`config.mk`:
```
export PLATFORM = sky130hd
export DESIGN_NAME = clock_ratio_meter
export DESIGN_NICKNAME = d
export VERILOG_FILES = /design/src/rtl/clock_ratio_meter_pkg.sv /design/src/rtl/clock_ratio_meter_sync_edge_detect.sv /design/src/rtl/clock_ratio_meter.sv
export SDC_FILE = /design/constraint.sdc
export NUM_CORES = 1
export LEC_CHECK = 0
export ABC_CLOCK_PERIOD_IN_PS = 2090
export BUFFER_PORTS_ARGS = -buffer_cell sky130_fd_sc_hd__buf_2
export CORE_MARGIN = 5
export CORE_UTILIZATION = 54
export DETAILED_ROUTE_END_ITERATION = 10
export PLACE_DENSITY = 0.76
export SLEW_MARGIN = 20
export SYNTH_ARGS = -nofsm -noshare
export SYNTH_HDL_FRONTEND = slang
export SYNTH_SLANG_ARGS = --single-unit
```
`constraint.sdc`:
```
create_clock -name clk -period 2.09 [get_ports clk]
set_clock_uncertainty 0.1 [all_clocks]
set_input_delay 0.1045 -clock clk [delete_from_list [all_inputs] [get_ports clk]]
set_output_delay 0.1045 -clock clk [all_outputs]
set_load 0.01 [all_outputs]
```
`src/rtl/clock_ratio_meter_pkg.sv`:
```
// ---------------------------------------------------------------------------
// clock_ratio_meter_pkg
//   Shared definitions for the clock ratio meter and the divider it observes.
//   - crm_state_e      : measurement FSM encoding (IDLE=0, ARM=1, MEASURE=2)
//   - LOCK_CNT_WIDTH   : width of the lock match counter (LOCK_COUNT <= 15)
//   - lock_sat_inc()   : saturating increment for the match counter
// ---------------------------------------------------------------------------
package clock_ratio_meter_pkg;

  typedef enum logic [1:0] {
    ST_IDLE    = 2'd0,
    ST_ARM     = 2'd1,
    ST_MEASURE = 2'd2
  } crm_state_e;

  localparam int LOCK_CNT_WIDTH = 4;

  // Increment v but never beyond lim.
  function automatic logic [LOCK_CNT_WIDTH-1:0] lock_sat_inc(
    input logic [LOCK_CNT_WIDTH-1:0] v,
    input logic [LOCK_CNT_WIDTH-1:0] lim
  );
    if (v >= lim) begin
      return lim;
    end
    return v + LOCK_CNT_WIDTH'(1);
  endfunction

endpackage

```
`src/rtl/clock_ratio_meter_sync_edge_detect.sv`:
```
// ---------------------------------------------------------------------------
// sync_edge_detect
//   Brings an asynchronous level into the clk domain through two flops and
//   keeps one history flop so both edges can be detected on the synchronized
//   level. Detection latency is fixed at 2-3 clk cycles.
//   Ports:
//     clk      in  : sampling clock (posedge)
//     resetb   in  : asynchronous active-low reset
//     async_in in  : asynchronous input level
//     level    out : synchronized level (second flop)
//     rise     out : one-cycle pulse on synchronized rising edge
//     fall     out : one-cycle pulse on synchronized falling edge
// ---------------------------------------------------------------------------
module sync_edge_detect (
  input  logic clk,
  input  logic resetb,
  input  logic async_in,
  output logic level,
  output logic rise,
  output logic fall
);

  logic s1_q, s2_q, s3_q;
  logic s1_d, s2_d, s3_d;

  always_comb begin
    s1_d = async_in;
    s2_d = s1_q;
    s3_d = s2_q;
  end

  always_ff @(posedge clk or negedge resetb) begin
    if (!resetb) begin
      s1_q <= 1'b0;
      s2_q <= 1'b0;
      s3_q <= 1'b0;
    end else begin
      s1_q <= s1_d;
      s2_q <= s2_d;
      s3_q <= s3_d;
    end
  end

  assign level = s2_q;
  assign rise  = s2_q & ~s3_q;
  assign fall  = ~s2_q & s3_q;

endmodule

```
`src/rtl/clock_ratio_meter.sv`:
```
// ---------------------------------------------------------------------------
// clock_ratio_meter
//   Measures a divided clock in units of the fast clock: rising-edge to
//   rising-edge period, sampled high time, a lock flag once the period has
//   repeated LOCK_COUNT times, and a sticky timeout when no rising edge is
//   seen within 2^WIDTH-1 cycles.
//   Parameters:
//     WIDTH      : counter/output width, also sets the timeout limit
//     LOCK_COUNT : consecutive equal periods needed for lock (1..15)
//   Ports:
//     clk       in  : fast reference clock
//     resetb    in  : asynchronous active-low reset
//     sig_in    in  : divided clock under measurement (asynchronous)
//     enable    in  : measurement enable; low returns the FSM to IDLE
//     clear_err in  : pulse clearing the sticky timeout
//     period    out : clk cycles between the last two rising edges
//     high_time out : clk cycles sampled high in the last complete high phase
//     valid     out : one-cycle pulse when period updates
//     locked    out : period stable for LOCK_COUNT measurements
//     timeout   out : sticky, no rising edge within 2^WIDTH-1 cycles
// ---------------------------------------------------------------------------
module clock_ratio_meter
  import clock_ratio_meter_pkg::*;
#(
  parameter int WIDTH      = 8,
  parameter int LOCK_COUNT = 2
) (
  input  logic             clk,
  input  logic             resetb,
  input  logic             sig_in,
  input  logic             enable,
  input  logic             clear_err,
  output logic [WIDTH-1:0] period,
  output logic [WIDTH-1:0] high_time,
  output logic             valid,
  output logic             locked,
  output logic             timeout
);

  // All-ones is both the saturation point and the timeout threshold.
  localparam logic [WIDTH-1:0] CNT_MAX = '1;
  localparam logic [WIDTH-1:0] CNT_ONE = WIDTH'(1);
  localparam logic [LOCK_CNT_WIDTH-1:0] LOCK_LIMIT = LOCK_CNT_WIDTH'(LOCK_COUNT);

  function automatic logic [WIDTH-1:0] sat_inc(input logic [WIDTH-1:0] v);
    return (v == CNT_MAX) ? v : v + CNT_ONE;
  endfunction

  logic sig_level, sig_rise, sig_fall;

  sync_edge_detect u_sync (
    .clk      (clk),
    .resetb   (resetb),
    .async_in (sig_in),
    .level    (sig_level),
    .rise     (sig_rise),
    .fall     (sig_fall)
  );

  crm_state_e                state_q, state_d;
  logic [WIDTH-1:0]          cnt_q, cnt_d;
  logic [WIDTH-1:0]          hcnt_q, hcnt_d;
  logic [WIDTH-1:0]          wait_q, wait_d;
  logic [WIDTH-1:0]          period_q, period_d;
  logic [WIDTH-1:0]          high_time_q, high_time_d;
  logic                      valid_q, valid_d;
  logic                      locked_q, locked_d;
  logic                      timeout_q, timeout_d;
  logic [LOCK_CNT_WIDTH-1:0] match_q, match_d;
  // Set once a period has been captured in the current MEASURE run, so the
  // first capture after ARM is never compared against a stale period.
  logic                      has_prev_q, has_prev_d;

  always_comb begin
    state_d     = state_q;
    cnt_d       = cnt_q;
    hcnt_d      = hcnt_q;
    wait_d      = wait_q;
    period_d    = period_q;
    high_time_d = high_time_q;
    valid_d     = 1'b0;
    match_d     = match_q;
    has_prev_d  = has_prev_q;
    locked_d    = (match_q >= LOCK_LIMIT);
    // A timeout raised below overrides this clear in the same cycle.
    timeout_d   = timeout_q & ~clear_err;

    if (!enable) begin
      state_d    = ST_IDLE;
      cnt_d      = '0;
      hcnt_d     = '0;
      wait_d     = '0;
      match_d    = '0;
      has_prev_d = 1'b0;
      locked_d   = 1'b0;
    end else begin
      case (state_q)
        ST_IDLE: begin
          cnt_d      = '0;
          hcnt_d     = '0;
          wait_d     = '0;
          match_d    = '0;
          has_prev_d = 1'b0;
          locked_d   = 1'b0;
          state_d    = ST_ARM;
        end

        ST_ARM: begin
          if (sig_rise) begin
            cnt_d      = CNT_ONE;
            hcnt_d     = CNT_ONE;
            wait_d     = '0;
            has_prev_d = 1'b0;
            state_d    = ST_MEASURE;
          end else if (wait_q == CNT_MAX) begin
            timeout_d = 1'b1;
            wait_d    = '0;
            match_d   = '0;
            locked_d  = 1'b0;
          end else begin
            wait_d = wait_q + CNT_ONE;
          end
        end

        ST_MEASURE: begin
          // A rise coinciding with saturation still counts as a rise.
          if (sig_rise) begin
            period_d = cnt_q;
            valid_d  = 1'b1;
            cnt_d    = CNT_ONE;
            hcnt_d   = CNT_ONE;
            if (has_prev_q && (cnt_q == period_q)) begin
              match_d = lock_sat_inc(match_q, LOCK_LIMIT);
            end else begin
              match_d = '0;
            end
            has_prev_d = 1'b1;
          end else if (cnt_q == CNT_MAX) begin
            timeout_d  = 1'b1;
            locked_d   = 1'b0;
            match_d    = '0;
            has_prev_d = 1'b0;
            cnt_d      = '0;
            hcnt_d     = '0;
            wait_d     = '0;
            state_d    = ST_ARM;
          end else begin
            cnt_d = sat_inc(cnt_q);
            if (sig_level) begin
              hcnt_d = sat_inc(hcnt_q);
            end
          end
          if (sig_fall) begin
            high_time_d = hcnt_q;
          end
        end

        default: begin
          state_d = ST_IDLE;
        end
      endcase
    end
  end

  always_ff @(posedge clk or negedge resetb) begin
    if (!resetb) begin
      state_q     <= ST_IDLE;
      cnt_q       <= '0;
      hcnt_q      <= '0;
      wait_q      <= '0;
      period_q    <= '0;
      high_time_q <= '0;
      valid_q     <= 1'b0;
      locked_q    <= 1'b0;
      timeout_q   <= 1'b0;
      match_q     <= '0;
      has_prev_q  <= 1'b0;
    end else begin
      state_q     <= state_d;
      cnt_q       <= cnt_d;
      hcnt_q      <= hcnt_d;
      wait_q      <= wait_d;
      period_q    <= period_d;
      high_time_q <= high_time_d;
      valid_q     <= valid_d;
      locked_q    <= locked_d;
      timeout_q   <= timeout_d;
      match_q     <= match_d;
      has_prev_q  <= has_prev_d;
    end
  end

  assign period    = period_q;
  assign high_time = high_time_q;
  assign valid     = valid_q;
  assign locked    = locked_q;
  assign timeout   = timeout_q;

endmodule

```
After elaboration in Yosys (flattened, before gate mapping)
Index checks and enable logic that the tools add are counted.
{"block": "classes", "add_sub_neg": 4, "magnitude_cmp": 1, "n_eq_ne": 15, "mux": 56, "bitwise_logic": 6, "reduce_logical": 10}
{"op": "$mux W8", "count": 14}
{"op": "$pmux W8 S3", "count": 3}
{"op": "$mux W4", "count": 8}
{"op": "$add A8 B1 Y8 const B", "count": 3}
{"op": "$eq A8 B8 Y1 const B", "count": 3}
{"op": "$mux W1", "count": 22}
{"op": "$ne A3 B3 Y1 const B", "count": 5}
{"op": "$reduce_and A3 Y1", "count": 5}
{"op": "$pmux W4 S3", "count": 1}
{"op": "$eq A8 B8 Y1", "count": 1}
{"op": "$mux W2", "count": 4}
{"op": "$reduce_and A4 Y1", "count": 2}
{"op": "$pmux W1 S3", "count": 2}
{"op": "$pmux W2 S3", "count": 1}
{"op": "$ne A5 B4 Y1 const B", "count": 1}
{"op": "$ne A5 B5 Y1 const B", "count": 1}
{"op": "$add A4 B1 Y4 const B", "count": 1}
{"op": "$ge A4 B2 Y1 const B", "count": 1}
{"op": "$ne A4 B1 Y1 const B", "count": 1}
{"op": "$ne A4 B4 Y1 const B", "count": 1}
{"op": "$and A1 B1 Y1", "count": 3}
{"op": "$not A1 Y1", "count": 3}
{"op": "$eq A2 B1 Y1 const B", "count": 1}
{"op": "$eq A2 B2 Y1 const B", "count": 1}
{"op": "4 further kinds", "count": 4}
{"block": "totals", "regBits": 53, "word_cells": 106}

Depth between registers and ports, before layout
Gate-level depths: netlist (run 1).
{"block": "logic_depth", "word_depth": 11, "mapped_depth": 9}

By module
From an unflattened synthesis (run 1), not the netlist that was laid out.
{"block": "unflattened", "hier_cells": 303, "hier_area_um2": 3012.9}
{"module": "clock_ratio_meter", "instances": 1, "cells_each": 298, "area_each_um2": 2922.8}
{"module": "sync_edge_detect", "instances": 1, "cells_each": 5, "area_each_um2": 90.1}

Worst setup path before layout (run 1)
Ideal clock, no wire load.
{"block": "synth_timing", "path_type": "register to register", "start": "register state_q[0]", "end": "register hcnt_q[1]", "setup_time_ps": 125, "arrival_ps": 1777, "path_slack_ps": 88, "path_stages_with_launch": 8, "synth_period_minus_slack_ps": 2002, "cell_sequence": "dfrtp_1 -> inv_1 -> ha_1 -> buf_2 -> or4b_4 -> o21ai_2 -> a21oi_2 -> mux2_2"}
{"block": "synth_between", "elab_chain_cells": 3, "elab_cells_between_ends": 10, "classes_between": "eq/ne (6); mux (2); reduce/logical (2)"}
{"item": "from (decl)", "line": "clock_ratio_meter.sv:60", "rtl": "crm_state_e state_q, state_d;"}
{"item": "from (signal assigned)", "line": "clock_ratio_meter.sv:179", "rtl": "state_q <= state_d;"}
{"item": "$eq A2 B2 Y1, or another cell as far along", "line": "clock_ratio_meter.sv:97", "rtl": "case (state_q)"}
{"item": "$ne A5 B4 Y1 (no line), or another cell as far along"}
{"item": "$reduce_and A4 Y1 (no line) / $mux W8 (equally long branches)"}
{"item": "to (signal assigned)", "line": "clock_ratio_meter.sv:181", "rtl": "hcnt_q <= hcnt_d;"}
{"item": "to (decl)", "line": "clock_ratio_meter.sv:62", "rtl": "logic [WIDTH-1:0] hcnt_q, hcnt_d;"}
Parallel ways exist; a longest one is shown, timed or not.
A chain may end at the register's enable or synchronous reset.

Final worst setup path (run 1)
{"block": "layout_timing", "start": "register state_q[0]", "end": "register high_time_q[2], in the netlist high_time[2]"}
{"block": "layout_between", "elab_chain_cells": 2}
{"item": "$eq A2 B2 Y1", "line": "clock_ratio_meter.sv:97"}
{"item": "$reduce_and A3 Y1 (no line)"}
{"item": "to (signal assigned)", "line": "clock_ratio_meter.sv:184", "rtl": "high_time_q <= high_time_d;"}
{"item": "to (decl)", "line": "clock_ratio_meter.sv:65", "rtl": "logic [WIDTH-1:0] high_time_q, high_time_d;"}
Every way passes these cells.

==> results of run 1 <==
through the flow:
step           total power [W]  instances  util, %  setup slack, ps
3_5_place_dp           0.00144        406     62.2             4.76
5_1_grt                0.00238        419     66.4            -2.82
6_report               0.00228        419     66.4             97.8
4_1_cts                0.00226        416     65.3             29.8
3_3_place_gp           0.00143        406     62.2             94.7
2_1_floorplan          0.00132        304        -             88.1
area by class of cell:
class	count	area, µm²
clock inverter	3	65.1
inverter	14	52.6
timing repair buffer	52	354
multi-input combinational	222	1480
sequential	53	1330
fill	413	1740
tap	70	87.6
clock buffer	5	68.8
registers in the layout, indices dropped and copies added, names as in the netlist:
signal        flops
valid             1
cnt_q             8
u_sync.s3_q       1
state_q           2
timeout           1
has_prev_q        1
hcnt_q            8
high_time         8
match_q           4
locked            1
period            8
u_sync.level      1
u_sync.s1_q       1
wait_q            8
worst max-delay path by stage:
stage	start	endpoint
after floorplan	state_q[0]	hcnt_q[1]
after global placement	state_q[0]	match_q[2]
after detailed placement	state_q[0]	match_q[0]
after CTS	state_q[0]	hcnt_q[1]
after global routing	state_q[0]	match_q[0]
final	state_q[0]	high_time[2]
cells by family after synthesis:
| group | after synthesis | share of synthesized area, % |
|---|---|---|
| mux | 10 | 3.80 |
| xor+xnor | 8 | 2.42 |
| simple gates | 119 | 21.5 |
| buf+inv | 29 | 4.41 |
| flops | 53 | 45.8 |
| compound gates | 76 | 18.2 |
| fa+ha+maj | 9 | 3.89 |
cells in the final DEF (no fill, tap or decap), types with 8 or more instances in the layout:
cell     synthesis  final
a21oi_1         11     11
a31oi_1          9      9
buf_2            9     23
buf_4            2     25
dfrtp_1         53     53
inv_1           14     14
mux2_2           8      8
nand2_1         45     45
nand3_1         19     19
nand4_1          8      8
nor2_1           9      8
o21ai_0         13     13
o31ai_1          8      8
report_power, final:
part	total (W)	leakage, nW	internal, W	switching, W
clock	0.000822	0.0681	0.000476	0.000346
sequential	0.00107	0.731	0.00105	0.0000241
combinational	0.000390	0.839	0.000158	0.000232
total	0.00228	1.64	0.00168	0.000602
what timing repair did:
| item | CTS | global route |
|---|---|---|
| hold buffers | 2 | 0 |
| setup endpoints to repair | 3 | 27 |
| buffers inserted | 0 | 3 |
| resized for setup | 2 | 11 |
| hold endpoints to repair | 54 | 0 |
| pin swaps | 0 | 1 |
critical path, stage by stage, from the launching register on:
cell and delay (ps):
dfrtp_1 420, inv_1 100, ha_2 250, and2_0 170, buf_4 130, nand3_1 310, mux2_2 390
metal layers:
| metal | wire length, µm | track usage (%) | part of all wire, % | up-vias |
|---|---|---|---|---|
| li1 | - | - | - | 1214 |
| met1 | 2940 | 26.1 | 45 | 1221 |
| met2 | 3220 | 31.8 | 49 | 67 |
| met3 | 305 | 3.47 | 4.7 | 8 |
| met4 | 82 | 5.65 | 1.3 | 0 |
| met5 | 0 | 0 | 0 | - |
==> reports/metrics.yaml, run 1 <==
sta:
  period_needed_ps: 1990
  setup_viol: 0
  slew_headroom_pct: 54.5
  clock.fmax_ghz: 0.502
  maxSlewViolCount: 0
  finalHoldViolations: 0
  whs_ps: 6.18
  setup_tns_ps: 0
  tightest_slew_ps: 682
  finalCritPeriodShare_pct: 95.3
critical_path:
  crit_type: "reg2reg"
  rr_endpoint: "high_time[2]"
  cp-start-kind: "flop"
  end_kind: "flop"
  cp.required_ps: 2190
  cp.arrival_ps: 2090
  rr_worst_depth: 6
  r2r_slack_ps: 100
  reg2reg_from: "state_q[0]"
  worst-path-max-fanout: 9
clock_tree:
  cts_made_buffers: 5
  path_clk_slew_ps: 90
  clock_latency_ps: 310
  numClockSinks: 53
  cts_tree: "yes"
  clk_path_buf_depth: 2
  htreeDepth: 2
  root_buffer: "clkbuf_8"
route:
  dr.pass1.iters: 4
  drc: 0
  vias: 2510
  drt_iter0_markers: 222
  wirelength_um: 6550
  ant_nets: 0
  vias_per_cell: 5.99
  wl_per_cell_um: 15.6
global_routing:
  grt_max_degree: 54
  grt_use_total_pct: 19.3
  antenna_found_initial: 0
  grt_pass1_vias: 2374
  grt_pass1_wl_um: 11300
  grt.overflow.total: 0
floorplanning:
  core_um2: 5170
  pin_count: 24
  num_rows: 26
  start_util_pct: 56.0
  die_y_um: 83.2
  die_w_um: 83.2
  dieArea_um2: 6930
yosys:
  synth.distinct_cells: 54
  async_flop_share_pct: 100
  synth_common_cells: "dfrtp_1 (53), nand2_1 (45), nand3_1 (19)"
  avgSynthCellArea_um2: 9.53
  synth_edf_count: 0
  synth_most_common_cell: "dfrtp_1"
  synthCells: 304
  seq_area_frac_synth_pct: 45.8
  synthTopCellsByArea: "dfrtp_1 (46%), nand2_1 (5.8%), ha_1 (3.9%), nand3_1 (3.3%), mux2_2 (3.1%)"
  synth_fp_nets: 318
  ys_ff_latch: 53
  yosysTopAreaCell: "dfrtp_1"
  synth_area_um2: 2900
  synth_top_area_share_pct: 45.8
  yosys_warnings: 0
  ys.flop_type: "dfrtp_1"
placed_design:
  postPlaceCellArea_um2: 3220
  routabilityCongestion: 0.881
  dp_hpwl_um: 4520
  place.port_buffers: 23
run:
  maxCapViolCount: 0
power_and_ir_drop:
  ir_drop_mv: 0.407
  p_leak_nw: 1.64
  power.density_nw_per_um2: 665
hold_path:
  hp-class: "in2reg"
  holdPathEnd: "timeout"
  hold_depth: 3
  hp-start: "clear_err"
finish:
  fin_area_um2: 3440
  drive_gt1_share_pct: 23.8
  diodes: 0
  synthToLayoutAreaGrowth_pct: 18.6
  nNetsFinal: 362
outcome:
  outcome: "finished clean"
No activity file was read; power rests on OpenSTA's default activity.
==> run 2: changes to the inputs <==
--- a/config.mk
+++ b/config.mk
@@ -10,6 +10,7 @@
 export CORE_MARGIN = 5
 export CORE_UTILIZATION = 54
 export DETAILED_ROUTE_END_ITERATION = 10
+export HOLD_SLACK_MARGIN = 0.02
 export PLACE_DENSITY = 0.76
 export SLEW_MARGIN = 20
 export SYNTH_ARGS = -nofsm -noshare
==> reports/metrics.yaml, run 2 (same netlist as run 1, synthesis figures left out) <==
critical_path:
  cpPeakStageDelay_ps: 420
  worstSetupStartpoint: "state_q[0]"
  end_kind: "flop"
  worst-path-max-fanout: 9
  critPathTopFamily: "simple AND/OR/NAND/NOR gates"
  crit_slowest_cell: "dfrtp_1"
  crit_chain: "inv_1, ha_2, and2_0, buf_4, nand3_1, mux2_2"
  crit_buf_inv: 2
  cp-start-kind: "flop"
  reg2reg_from: "state_q[0]"
  crit_type: "reg2reg"
  cp.required_ps: 2190
  cp.arrival_ps: 2090
clock_tree:
  cts_made_buffers: 5
  root_buffer: "clkbuf_8"
  htreeDepth: 2
  cts_tree: "yes"
  clock_latency_ps: 310
  clk_path_buf_depth: 2
  path_clk_slew_ps: 90
  numClockSinks: 53
finish:
  drive_gt1_share_pct: 23.7
  synthToLayoutAreaGrowth_pct: 19.0
  fin_cells: 420
  fillCellCount: 409
  fin_area_um2: 3450
  diodes: 0
  nNetsFinal: 363
  final_cell_mix: "dfrtp_1 (53), nand2_1 (45), buf_4 (25), buf_2 (23), nand3_1 (19)"
  layout_commonest_cell: "dfrtp_1"
sta:
  maxSlewViolCount: 0
  clock.fmax_ghz: 0.502
  setup_viol: 0
  finalCritPeriodShare_pct: 95.4
  setup_tns_ps: 0
  finalHoldViolations: 0
  timing.final.ws_setup_ps: 97.1
  slew_headroom_pct: 54.5
  tightest_slew_ps: 683
  period_needed_ps: 1990
route:
  vias_per_cell: 6.01
  vias: 2524
  dr.pass1.iters: 4
  met2WireLength_um: 3210
  wirelength_um: 6590
  routed.top_layer: "met4"
  drc: 0
  wl_per_cell_um: 15.7
  ant_nets: 0
  route.layer.met1.wl_um: 2970
  wl_met3_um: 312
  drt_iter0_markers: 233
power_and_ir_drop:
  p_leak_nw: 1.64
  p_clk_share_pct: 35.9
  p_total_w: 0.00229
  net-switching-power_w: 0.000603
  seqPwrFrac_pct: 46.9
  ir_drop_mv: 0.407
  p_int_w: 0.00168
  switching_share_pct: 26.4
  p_comb_share_pct: 17.2
  power.density_nw_per_um2: 664
global_routing:
  grt_pass1_wl_um: 11300
  grt_pass1_vias: 2372
  antenna_found_initial: 0
  grt_use_total_pct: 19.4
  grt.overflow.total: 0
  grt_max_degree: 54
hold_path:
  hp-class: "in2reg"
  hp-start: "enable"
floorplanning:
  num_rows: 26
  core_um2: 5170
  die_w_um: 83.2
  dieArea_um2: 6930
  die_y_um: 83.2
  pin_count: 24
  start_util_pct: 56.0
run:
  maxCapViolCount: 0
placed_design:
  postPlaceCellArea_um2: 3220
  dp_slack_ps: 4.76
  dp_hpwl_um: 4520
  place.port_buffers: 23
  routabilityCongestion: 0.881
  dp_cells: 406
outcome:
  outcome: "finished clean"
run 2: cell type report:
| class | count | area (µm²) | share of cell area [%] |
|---|---|---|---|
| clock buffers | 5 | 68.8 | 2.00 |
| clock inverters | 3 | 65.1 | 1.89 |
| inverters | 14 | 52.6 | 1.53 |
| multi-input cells | 222 | 1480 | 43.0 |
| flip-flops and latches | 53 | 1330 | 38.5 |
| well taps | 70 | 87.6 | 2.54 |
| repair buffers | 53 | 364 | 10.6 |
run 2: layer usage:
layer / GRT usage, % / up-vias
li1: - / 1215
met1: 26.1 / 1235
met2: 31.8 / 64
met3: 3.47 / 10
met4: 5.65 / 0
met5: 0 / -
run 2: worst paths after layout:
path / to / slack [ps] / cells after the start
worst max-delay path: high_time[2] / 100 / 6
max in group asynchronous: timeout / 1090 / 3
worst min register to register: u_sync.level / 270 / 0
min in group asynchronous: valid / 330 / 3
worst max register to register: high_time[2] / 100 / 6
worst min-delay path: locked / 30 / 2
run 2: metrics by stage:
stage | hold WS [ps] | util, %
5_1_grt | 49.7 | 66.6
6_report | 29.0 | 66.6
3_5_place_dp | 114 | 62.2
2_1_floorplan | -291 | -
4_1_cts | 22.3 | 65.5
3_3_place_gp | 113 | 62.2
run 2: timing repair:
item | in CTS | in global routing
hold buffers | 3 | 0
setup buffers | 0 | 3
pin swaps | 0 | 1
endpoints found under the hold margin | 55 | 0
resized for setup | 2 | 11
setup endpoints to repair | 3 | 27
run 2: power by group through the flow:
stage          registers, W  logic, W  clock network (W)
2_1_floorplan       0.00109  0.000228                  0
3_3_place_gp        0.00109  0.000335                  0
3_5_place_dp        0.00109  0.000347                  0
4_1_cts             0.00107  0.000351           0.000834
5_1_grt             0.00108  0.000433           0.000876
6_report            0.00107  0.000392           0.000822
==> run 3: changes to the inputs <==
--- a/config.mk
+++ b/config.mk
@@ -5,13 +5,13 @@
 export SDC_FILE = /design/constraint.sdc
 export NUM_CORES = 1
 export LEC_CHECK = 0
-export ABC_CLOCK_PERIOD_IN_PS = 2090
+export ABC_CLOCK_PERIOD_IN_PS = 2500
 export BUFFER_PORTS_ARGS = -buffer_cell sky130_fd_sc_hd__buf_2
 export CORE_MARGIN = 5
-export CORE_UTILIZATION = 54
+export CORE_UTILIZATION = 55
 export DETAILED_ROUTE_END_ITERATION = 10
 export HOLD_SLACK_MARGIN = 0.02
-export PLACE_DENSITY = 0.76
+export PLACE_DENSITY = 0.74
 export SLEW_MARGIN = 20
 export SYNTH_ARGS = -nofsm -noshare
 export SYNTH_HDL_FRONTEND = slang
==> constraint.sdc (replaced) <==
create_clock -name clk -period 2.5 [get_ports clk]
set_clock_uncertainty 0.1 [all_clocks]
set_input_delay 0.125 -clock clk [delete_from_list [all_inputs] [get_ports clk]]
set_output_delay 0.125 -clock clk [all_outputs]
set_load 0.01 [all_outputs]
==> reports/metrics.yaml, run 3 (same netlist as run 1, synthesis figures left out) <==
outcome:
  outcome: "finished clean"
power_and_ir_drop:
  ir_drop_mv: 0.310
  p_total_w: 0.00165
  p_leak_nw: 1.53
  power.density_nw_per_um2: 511
finish:
  fin_cells: 405
  drive_gt1_share_pct: 18.2
  synthToLayoutAreaGrowth_pct: 11.3
  fillCellCount: 420
  layout_commonest_cell: "dfrtp_1"
  fin_area_um2: 3220
  diodes: 0
  final_cell_mix: "dfrtp_1 (53), nand2_1 (45), buf_2 (23), nand3_1 (19), inv_1 (14)"
  nNetsFinal: 348
sta:
  setup_tns_ps: 0
  clock.fmax_ghz: 0.448
  finalCritPeriodShare_pct: 89.2
  rsz0062_at_grt: "false"
  period_needed_ps: 2230
  tightest_slew_ps: 598
  setup_viol: 0
  finalHoldViolations: 0
  maxSlewViolCount: 0
  slew_headroom_pct: 60.2
floorplanning:
  dieArea_um2: 6820
  die_w_um: 82.6
  die_y_um: 82.6
  num_rows: 26
  start_util_pct: 56.7
  pin_count: 24
  core_um2: 5110
critical_path:
  end_kind: "flop"
  crit_chain: "inv_1, ha_1, or4b_4, o21ai_2, buf_4, a2111oi_0, a31oi_1"
  cpPeakStageDelay_ps: 620
  crit_type: "reg2reg"
  cp.required_ps: 2610
  cp-start-kind: "flop"
  crit_slowest_cell: "or4b_4"
  rr_worst_depth: 7
  reg2reg_from: "state_q[0]"
  worst-path-max-fanout: 11
  cp.arrival_ps: 2350
  r2r_slack_ps: 270
  rr_endpoint: "hcnt_q[0]"
route:
  dr.pass1.iters: 6
  drc: 0
  vias: 2461
  drt_iter0_markers: 155
  wl_per_cell_um: 15.9
  wirelength_um: 6430
  ant_nets: 0
  vias_per_cell: 6.08
global_routing:
  gr-usage-met3_pct: 4.23
  met2_usage_pct: 34.1
  grt.overflow.total: 0
  grt_max_degree: 25
  grt-busiest-layer: "met2"
  grt_pass1_vias: 2314
  grt_use_total_pct: 21.3
  grt_util_met1_pct: 29.0
  antenna_found_initial: 0
  grt_pass1_wl_um: 11200
clock_tree:
  htreeDepth: 2
  cts_tree: "yes"
  path_clk_slew_ps: 90
  clock_latency_ps: 310
  root_buffer: "clkbuf_8"
  clk_path_buf_depth: 2
  cts_made_buffers: 5
  numClockSinks: 53
hold_path:
  holdPathEnd: "timeout"
  hp-start: "clear_err"
  hold_depth: 3
  hp-class: "in2reg"
placed_design:
  dp_hpwl_um: 4600
  postPlaceCellArea_um2: 3120
  routabilityCongestion: 0.897
  dp_cells: 395
  place.port_buffers: 23
run:
  maxCapViolCount: 0
-- run 3: routing by layer --
metal | wire length (µm) | vias up
met5 | 0 | -
met4 | 71 | 0
met3 | 312 | 9
met2 | 3060 | 84
met1 | 2980 | 1186
li1 | - | 1182
-- run 3: where the power goes --
group / leakage, nW / internal (W) / switching, W / total [W]
Clock: 0.0450 / 0.000195 / 0.000277 / 0.000471
Combinational: 0.757 / 0.0000999 / 0.000180 / 0.000280
Sequential: 0.731 / 0.000877 / 0.0000194 / 0.000896
-- run 3: critical path: cells and delay by family (launching register included) --
| kind | cells | cell delay (ps) |
|---|---|---|
| compound gates | 3 | 390 |
| fa+ha+maj | 1 | 320 |
| buf+inv | 2 | 290 |
| flops | 1 | 410 |
| simple gates | 1 | 620 |
-- run 3: layout make-up --
type	instances	area [µm²]	area share, %
clock buffer	6	72.6	2.25
clock inverter	2	10.0	0.310
inverter	14	52.6	1.63
multi-input combinational	222	1440	44.7
sequential	53	1330	41.1
tap	70	87.6	2.72
timing repair buffer	38	233	7.22
-- run 3: worst max-delay path by stage --
stage,from,end,slack [ps],depth (start not counted)
finish,state_q[0],hcnt_q[0],270,7
CTS,state_q[0],hcnt_q[0],280,7
global route,state_q[0],cnt_q[5],120,7
floorplan,state_q[0],hcnt_q[1],500,7
detailed placement,state_q[0],hcnt_q[0],310,7
global placement,state_q[0],hcnt_q[0],350,7
-- run 3: timing repair --
action / CTS / global route
hold buffers: 2 / 0
gates resized for setup: 0 / 0
hold endpoints to repair: 16 / 0
buffers inserted: 0 / 0
-- run 3: stage by stage --
stage                     utilization, %  worst slack [ps]  hold slack [ps]
final                               63.1               269             22.5
after global placement              61.1               347            -25.6
after global routing                63.1               115             41.7
after detailed placement            61.1               308            -13.5
after CTS                           63.1               284             23.2
after floorplan                        -               498             -271
